### src/rtl/pong_vga_pkg.sv
// Shared 640x480 VGA timing constants and receive-monitor types for the Pong display path.
package pong_vga_pkg;

    localparam int H_ACTIVE = 640;
    localparam int H_SYNC   = 96;
    localparam int H_BP     = 48;
    localparam int H_TOTAL  = 800;
    localparam int V_ACTIVE = 480;
    localparam int V_SYNC   = 2;
    localparam int V_BP     = 33;
    localparam int V_TOTAL  = 525;

    localparam logic SYNC_POL    = 1'b0;
    localparam int   LOCK_FRAMES = 2;

    localparam int               CNT_W   = 10;
    localparam logic [CNT_W-1:0] CNT_MAX = '1;

    typedef enum logic [1:0] {
        ST_SEARCH,
        ST_ACQUIRE,
        ST_LOCKED
    } mon_state_t;

    function automatic logic [CNT_W-1:0] sat_inc(input logic [CNT_W-1:0] value);
        return (value == CNT_MAX) ? value : value + CNT_W'(1);
    endfunction

endpackage

### src/rtl/vga_sync_edge.sv
// Previous-level register for one sync line; pulses on the tick where the sync becomes active.
module vga_sync_edge #(
    parameter logic POL = 1'b0
) (
    input  logic clk,
    input  logic reset,
    input  logic pix_en,
    input  logic sync,
    output logic edge_pulse
);

    logic now_active;
    logic prev_active;

    assign now_active = (sync == POL);

    // NOTE: the register stores "was active", so clearing it in reset means the previous level is inactive.
    always_ff @(posedge clk) begin
        if (reset) begin
            prev_active <= 1'b0;
        end else if (pix_en) begin
            prev_active <= now_active;
        end
    end

    assign edge_pulse = pix_en && now_active && !prev_active;

endmodule

### src/rtl/vga_rx_monitor.sv
// Receive-side VGA monitor: recovers pixel coordinates, checks line/frame timing, locks and checksums frames.
module vga_rx_monitor #(
    parameter int   H_ACTIVE    = pong_vga_pkg::H_ACTIVE,
    parameter int   H_SYNC      = pong_vga_pkg::H_SYNC,
    parameter int   H_BP        = pong_vga_pkg::H_BP,
    parameter int   H_TOTAL     = pong_vga_pkg::H_TOTAL,
    parameter int   V_ACTIVE    = pong_vga_pkg::V_ACTIVE,
    parameter int   V_SYNC      = pong_vga_pkg::V_SYNC,
    parameter int   V_BP        = pong_vga_pkg::V_BP,
    parameter int   V_TOTAL     = pong_vga_pkg::V_TOTAL,
    parameter logic SYNC_POL    = pong_vga_pkg::SYNC_POL,
    parameter int   LOCK_FRAMES = pong_vga_pkg::LOCK_FRAMES
) (
    input  logic        clk,
    input  logic        reset,
    input  logic        pix_en,
    input  logic        hsync,
    input  logic        vsync,
    input  logic [11:0] rgb,
    output logic        rx_valid,
    output logic [9:0]  rx_x,
    output logic [9:0]  rx_y,
    output logic [11:0] rx_rgb,
    output logic        locked,
    output logic        frame_done,
    output logic [15:0] frame_sum,
    output logic        err,
    output logic [7:0]  err_count
);

    import pong_vga_pkg::*;

    localparam logic [CNT_W-1:0] H_FIRST    = CNT_W'(H_SYNC + H_BP);
    localparam logic [CNT_W-1:0] H_LAST     = CNT_W'(H_SYNC + H_BP + H_ACTIVE - 1);
    localparam logic [CNT_W-1:0] V_FIRST    = CNT_W'(V_SYNC + V_BP);
    localparam logic [CNT_W-1:0] V_LAST     = CNT_W'(V_SYNC + V_BP + V_ACTIVE - 1);
    localparam logic [CNT_W-1:0] H_NEAR_MAX = CNT_MAX - CNT_W'(1);
    localparam logic [CNT_W:0]   H_TOT      = (CNT_W + 1)'(H_TOTAL);
    localparam logic [CNT_W:0]   V_TOT      = (CNT_W + 1)'(V_TOTAL);
    localparam logic [7:0]       LOCK_N     = 8'(LOCK_FRAMES);

    mon_state_t       state;
    logic [CNT_W-1:0] h_cnt;
    logic [CNT_W-1:0] v_cnt;
    logic [15:0]      acc;
    logic [7:0]       good_cnt;
    logic             frame_bad;
    logic             first_hs;
    logic             hs_edge;
    logic             vs_edge;

    vga_sync_edge #(.POL(SYNC_POL)) u_hs_edge (
        .clk        (clk),
        .reset      (reset),
        .pix_en     (pix_en),
        .sync       (hsync),
        .edge_pulse (hs_edge)
    );

    vga_sync_edge #(.POL(SYNC_POL)) u_vs_edge (
        .clk        (clk),
        .reset      (reset),
        .pix_en     (pix_en),
        .sync       (vsync),
        .edge_pulse (vs_edge)
    );

    logic [CNT_W-1:0] h_next;
    logic [CNT_W-1:0] v_next;
    logic [CNT_W:0]   line_len;
    logic [CNT_W:0]   frame_len;
    logic             active;
    logic             line_bad;
    logic             frame_good;

    // NOTE: every always_comb output gets a value on every path, so no latch can be inferred.
    always_comb begin
        h_next    = hs_edge ? '0 : sat_inc(h_cnt);
        v_next    = vs_edge ? '0 : (hs_edge ? sat_inc(v_cnt) : v_cnt);
        line_len  = {1'b0, h_cnt} + (CNT_W + 1)'(1);
        frame_len = {1'b0, v_cnt} + {{CNT_W{1'b0}}, hs_edge};
        active    = (h_next >= H_FIRST) && (h_next <= H_LAST) &&
                    (v_next >= V_FIRST) && (v_next <= V_LAST);
        // The first line after leaving SEARCH was timed from an arbitrary point, so it is not judged.
        line_bad  = (state != ST_SEARCH) &&
                    ((hs_edge && !first_hs && (line_len != H_TOT)) ||
                     (pix_en && !hs_edge && (h_cnt == H_NEAR_MAX)));
        frame_good = !frame_bad && !line_bad && (frame_len == V_TOT);
    end

    assign locked = (state == ST_LOCKED);

    // NOTE: sequential state uses non-blocking assignments so every register sees pre-edge values.
    always_ff @(posedge clk) begin
        if (reset) begin
            state      <= ST_SEARCH;
            h_cnt      <= '0;
            v_cnt      <= '0;
            acc        <= '0;
            good_cnt   <= '0;
            frame_bad  <= 1'b0;
            first_hs   <= 1'b1;
            rx_valid   <= 1'b0;
            rx_x       <= '0;
            rx_y       <= '0;
            rx_rgb     <= '0;
            frame_done <= 1'b0;
            frame_sum  <= '0;
            err        <= 1'b0;
            err_count  <= '0;
        end else begin
            rx_valid   <= 1'b0;
            frame_done <= 1'b0;
            err        <= 1'b0;
            if (pix_en) begin
                h_cnt     <= h_next;
                v_cnt     <= v_next;
                acc       <= vs_edge ? 16'd0 : (active ? acc + {4'b0, rgb} : acc);
                frame_bad <= vs_edge ? 1'b0 : (frame_bad || line_bad);
                if (hs_edge) begin
                    first_hs <= 1'b0;
                end
                if ((state == ST_LOCKED) && active) begin
                    rx_valid <= 1'b1;
                    rx_x     <= h_next - H_FIRST;
                    rx_y     <= v_next - V_FIRST;
                    rx_rgb   <= rgb;
                end
                case (state)
                    ST_SEARCH: begin
                        first_hs <= 1'b1;
                        if (vs_edge) begin
                            state    <= ST_ACQUIRE;
                            good_cnt <= '0;
                        end
                    end
                    ST_ACQUIRE: begin
                        if (vs_edge) begin
                            if (frame_good) begin
                                good_cnt <= good_cnt + 8'd1;
                                if (good_cnt + 8'd1 >= LOCK_N) begin
                                    state      <= ST_LOCKED;
                                    frame_done <= 1'b1;
                                    frame_sum  <= acc;
                                end
                            end else begin
                                good_cnt <= '0;
                            end
                        end
                    end
                    ST_LOCKED: begin
                        if (line_bad || (vs_edge && !frame_good)) begin
                            state <= ST_SEARCH;
                            err   <= 1'b1;
                            if (err_count != 8'hFF) begin
                                err_count <= err_count + 8'd1;
                            end
                        end else if (vs_edge) begin
                            frame_done <= 1'b1;
                            frame_sum  <= acc;
                        end
                    end
                    default: state <= ST_SEARCH;
                endcase
            end
        end
    end

endmodule

### config.mk
export PLATFORM = sky130hd
export DESIGN_NAME = vga_rx_monitor
export DESIGN_NICKNAME = d
export VERILOG_FILES = /design/src/rtl/pong_vga_pkg.sv /design/src/rtl/vga_sync_edge.sv /design/src/rtl/vga_rx_monitor.sv
export SDC_FILE = /design/constraint.sdc
export NUM_CORES = 1
export LEC_CHECK = 0
export CORE_ASPECT_RATIO = 1.25
export CORE_MARGIN = 3
export CORE_UTILIZATION = 40
export CTS_CLUSTER_DIAMETER = 30
export DETAILED_ROUTE_END_ITERATION = 12
export GPL_TIMING_DRIVEN = 0
export PLACE_DENSITY_LB_ADDON = 0.1
export SYNTH_ARGS = -nofsm -noshare
export SYNTH_HDL_FRONTEND = slang
export SYNTH_SLANG_ARGS = --single-unit
### constraint.sdc
create_clock -name clk -period 9.8 [get_ports clk]
set_input_delay 1.96 -clock clk [delete_from_list [all_inputs] [get_ports clk]]
set_output_delay 1.96 -clock clk [all_outputs]
set_load 0.01 [all_outputs]
==> reports/metrics.cfg <==
[clocking]
clockBufferDepth = 2
cts_num_sinks = 109
cts-root-buf = clkbuf_16
holdBufCountCts = 0
cts_made_buffers = 9
htreeDepth = 3
cts_setup_buffers = 0
cts_tree = built
clk_latency_ps = 360
clk_pin_slew_ps = 80
cts_resized = 0

[pwr]
internal_power_uw = 654
p_leak_nw = 2.74
p_sw_share_pct = 26.2
pwr-share-seq_pct = 50.5
clkPwrFrac_pct = 42.6
switching_power_uw = 232
powerDensity_nw_per_um2 = 118
p_comb_share_pct = 6.9
max-vdd-ir-drop_mv = 0.0631

[placed_design]
place.gp.congestion = 0.918
postPlaceCellArea_sq_um = 7180
preCtsSetupSlack_ps = 3390
dpl.cell_count = 1021
place_hpwl_um = 13800
numPortBuffers = 75

[yosys]
postSynthCellCount = 738
yosys_warnings = 0
syn_area_sq_um = 6170
syn_nets = 783
synth-seq-cells = 109
synthDistinctLibCells = 70
ys_seq_area_share_pct = 35.4
synthArstFlopShare_pct = 0
avgSynthCellArea_sq_um = 8.36
synth-edff-count = 0
synthTopCellsByArea = dfxtp_1 35%, ha_1 5.5%, mux2i_1 5.0%
synth_top_area_cell = dfxtp_1
synth_flop_cell = dfxtp_1
synth_top_area_share_pct = 35.4

[die]
coreArea_sq_um = 15100
fp.dieW_um = 117
dieArea_sq_um = 17000
die-height_um = 145
initial_utilization_pct = 40.9
io_pins = 77
rows = 50

[drt]
drt-pass1-iter-count = 5
drtIter0Drc = 245
ant_nets = 0
drc = 0
routed_wl_um = 18300
vias = 5805
routedWlPerCell_um = 17.7
vias_per_cell = 5.60

[finish]
num_antenna_cells = 0
stdcell_count = 1037
layout.nets = 869
area_growth_pct = 21.2
layout-drive-gt1-share_pct = 8.20
fin_area_sq_um = 7480

[timing]
max-slew-margin-rel_pct = 38.5
timing.final.ws_setup_ps = 3710
skew_ps = 9.89
rsz0062_at_grt = false
period_needed_ps = 6090
hold_viol = 0
worstMarginPinSlew_ps = 915
fin_crit_sh_pct = 62.2
setup_viol = 0
fmax_mhz = 164
drv_slew = 0
fin_setup_tns_ps = 0
hold_slack_ps = 465

[global_route]
antenna_found_initial = 0
grt_use_total_pct = 22.2
first_global_vias = 5729
grt_max_degree = 21
grt_pass1_wl_um = 29700
grt-ovfl-total = 0

[critical_path]
worstPathRequired_ps = 10020
critPathSlowestCell = nor4b_1
timing_worst_setup_path_type = input pin to flop
crit_chain = clkdlybuf4s50_1 > or3b_1 > buf_2 > inv_1 > clkbuf_1 > nor3_1 > inv_1 > ha_1 > nor4b_1 > nand3b_1 > a31oi_1 > nand4_4 > nor2_1 > buf_2 > a211oi_1
start_kind = input pin
end_kind = flop
cp_max_fo = 10
cp_data_arrival_time_ps = 6310
max_stage_delay_ps = 610

[min_path]
hp-class = flop to flop

[run]
max_cap_violations = 0

[run_status]
status = completed

-- worst max-delay path: cells and delay by family --
| kind | cells | cell delay [ps] |
|---|---|---|
| AND/OR/NAND/NOR | 6 | 1940 |
| buffers and inverters | 6 | 1730 |
| adder cells (fa/ha/maj) | 1 | 190 |
| AO/OA/AOI/OAI | 2 | 480 |
-- kinds of logic (layout without fill, tap and decap cells) --
kind of cell	count (synthesis)	count (layout)	synth area share, %
flops	109	109	35.4
compound gates	193	193	20.8
fa+ha+maj	28	28	5.80
simple gates	273	273	23.4
xor+xnor	28	28	3.97
buf+inv	73	164	5.13
mux	34	34	5.58
-- cell type report --
type,count,area (sq um)
Fill cell,1508,7600
Multi-Input combinational cell,556,3670
Sequential cell,109,2180
Timing Repair Buffer,75,751
Tap cell,208,260
Clock buffer,10,239
Buffer,47,219
Inverter,26,97.6
Clock inverter,6,57.6
-- per-stage QoR --
step / total power [mW] / util, %
2_1_floorplan: 0.495 / -
3_3_place_gp: 0.518 / 47.6
3_5_place_dp: 0.518 / 47.6
4_1_cts: 0.891 / 49.6
5_1_grt: 0.914 / 49.6
6_report: 0.886 / 49.6
-- registers in the layout, summed over array words and instances (netlist names), 2 cells and up --
| name | cells |
|---|---|
| good_cnt | 8 |
| h_cnt | 10 |
| rx_rgb | 12 |
| err_count | 8 |
| rx_x | 10 |
| acc | 16 |
| rx_y | 10 |
| v_cnt | 10 |
| state | 2 |
| frame_sum | 16 |
-- layer usage --
metal | global-route usage, % | routed length [um] | share of wire, % | vias up
li1 | - | - | - | 2865
met1 | 28.2 | 8050 | 44 | 2795
met2 | 38.8 | 9230 | 50 | 124
met3 | 2.87 | 664 | 3.6 | 21
met4 | 7.37 | 399 | 2.2 | 0
met5 | 0 | 0 | 0 | -
-- cells in the final DEF (no fill, tap or decap), drive strengths merged, types with 13 or more instances in the layout --
cell type / synthesis / final
clkdlybuf4s50: 0 / 75
xnor2: 23 / 23
nand4: 16 / 16
a21oi: 62 / 62
inv: 26 / 32
nor3: 22 / 22
clkbuf: 23 / 33
a31oi: 13 / 13
mux2i: 31 / 31
a211oi: 20 / 20
nor2: 75 / 75
ha: 27 / 27
nand2: 43 / 43
nand3: 42 / 42
o21ai: 47 / 47
dfxtp: 109 / 109
buf: 24 / 24
-- path summary, 6_finish.rpt --
check	slack, ps	from	endpoint	cells after the start
worst max-delay path	3710	pix_en	rx_y[4]$_SDFFE_PP0P_	15
worst min-delay path	470	rx_y[6]$_SDFFE_PP0P_	rx_y[6]$_SDFFE_PP0P_	2
worst max register to register	5500	u_hs_edge.prev_active$_SDFFE_PP0P_	rx_y[4]$_SDFFE_PP0P_	14
worst min register to register	470	rx_y[6]$_SDFFE_PP0P_	rx_y[6]$_SDFFE_PP0P_	2
-- cell usage after synthesis (all sizes together) (4+ instances only) --
library cell / instances
a211o: 5
a211oi: 20
a21o: 5
a21oi: 62
a31oi: 13
and2: 9
and3: 6
and4: 8
buf: 24
clkbuf: 23
dfxtp: 109
ha: 27
inv: 26
mux2i: 31
nand2: 43
nand2b: 7
nand3: 42
nand3b: 4
nand4: 16
nor2: 75
nor2b: 4
nor3: 22
nor4: 6
o2111ai: 8
o211a: 4
o21ai: 47
o31ai: 6
or2: 6
or3: 9
xnor2: 23
xor2: 5
-- power by group through the flow --
stage | Combinational [mW] | Sequential, mW | Clock, mW
2_1_floorplan | 0.0375 | 0.457 | 0
3_3_place_gp | 0.0597 | 0.458 | 0
3_5_place_dp | 0.0601 | 0.458 | 0
4_1_cts | 0.0608 | 0.448 | 0.382
5_1_grt | 0.0671 | 0.448 | 0.398
6_report | 0.0608 | 0.448 | 0.378
(Power assumes the default switching activity.)
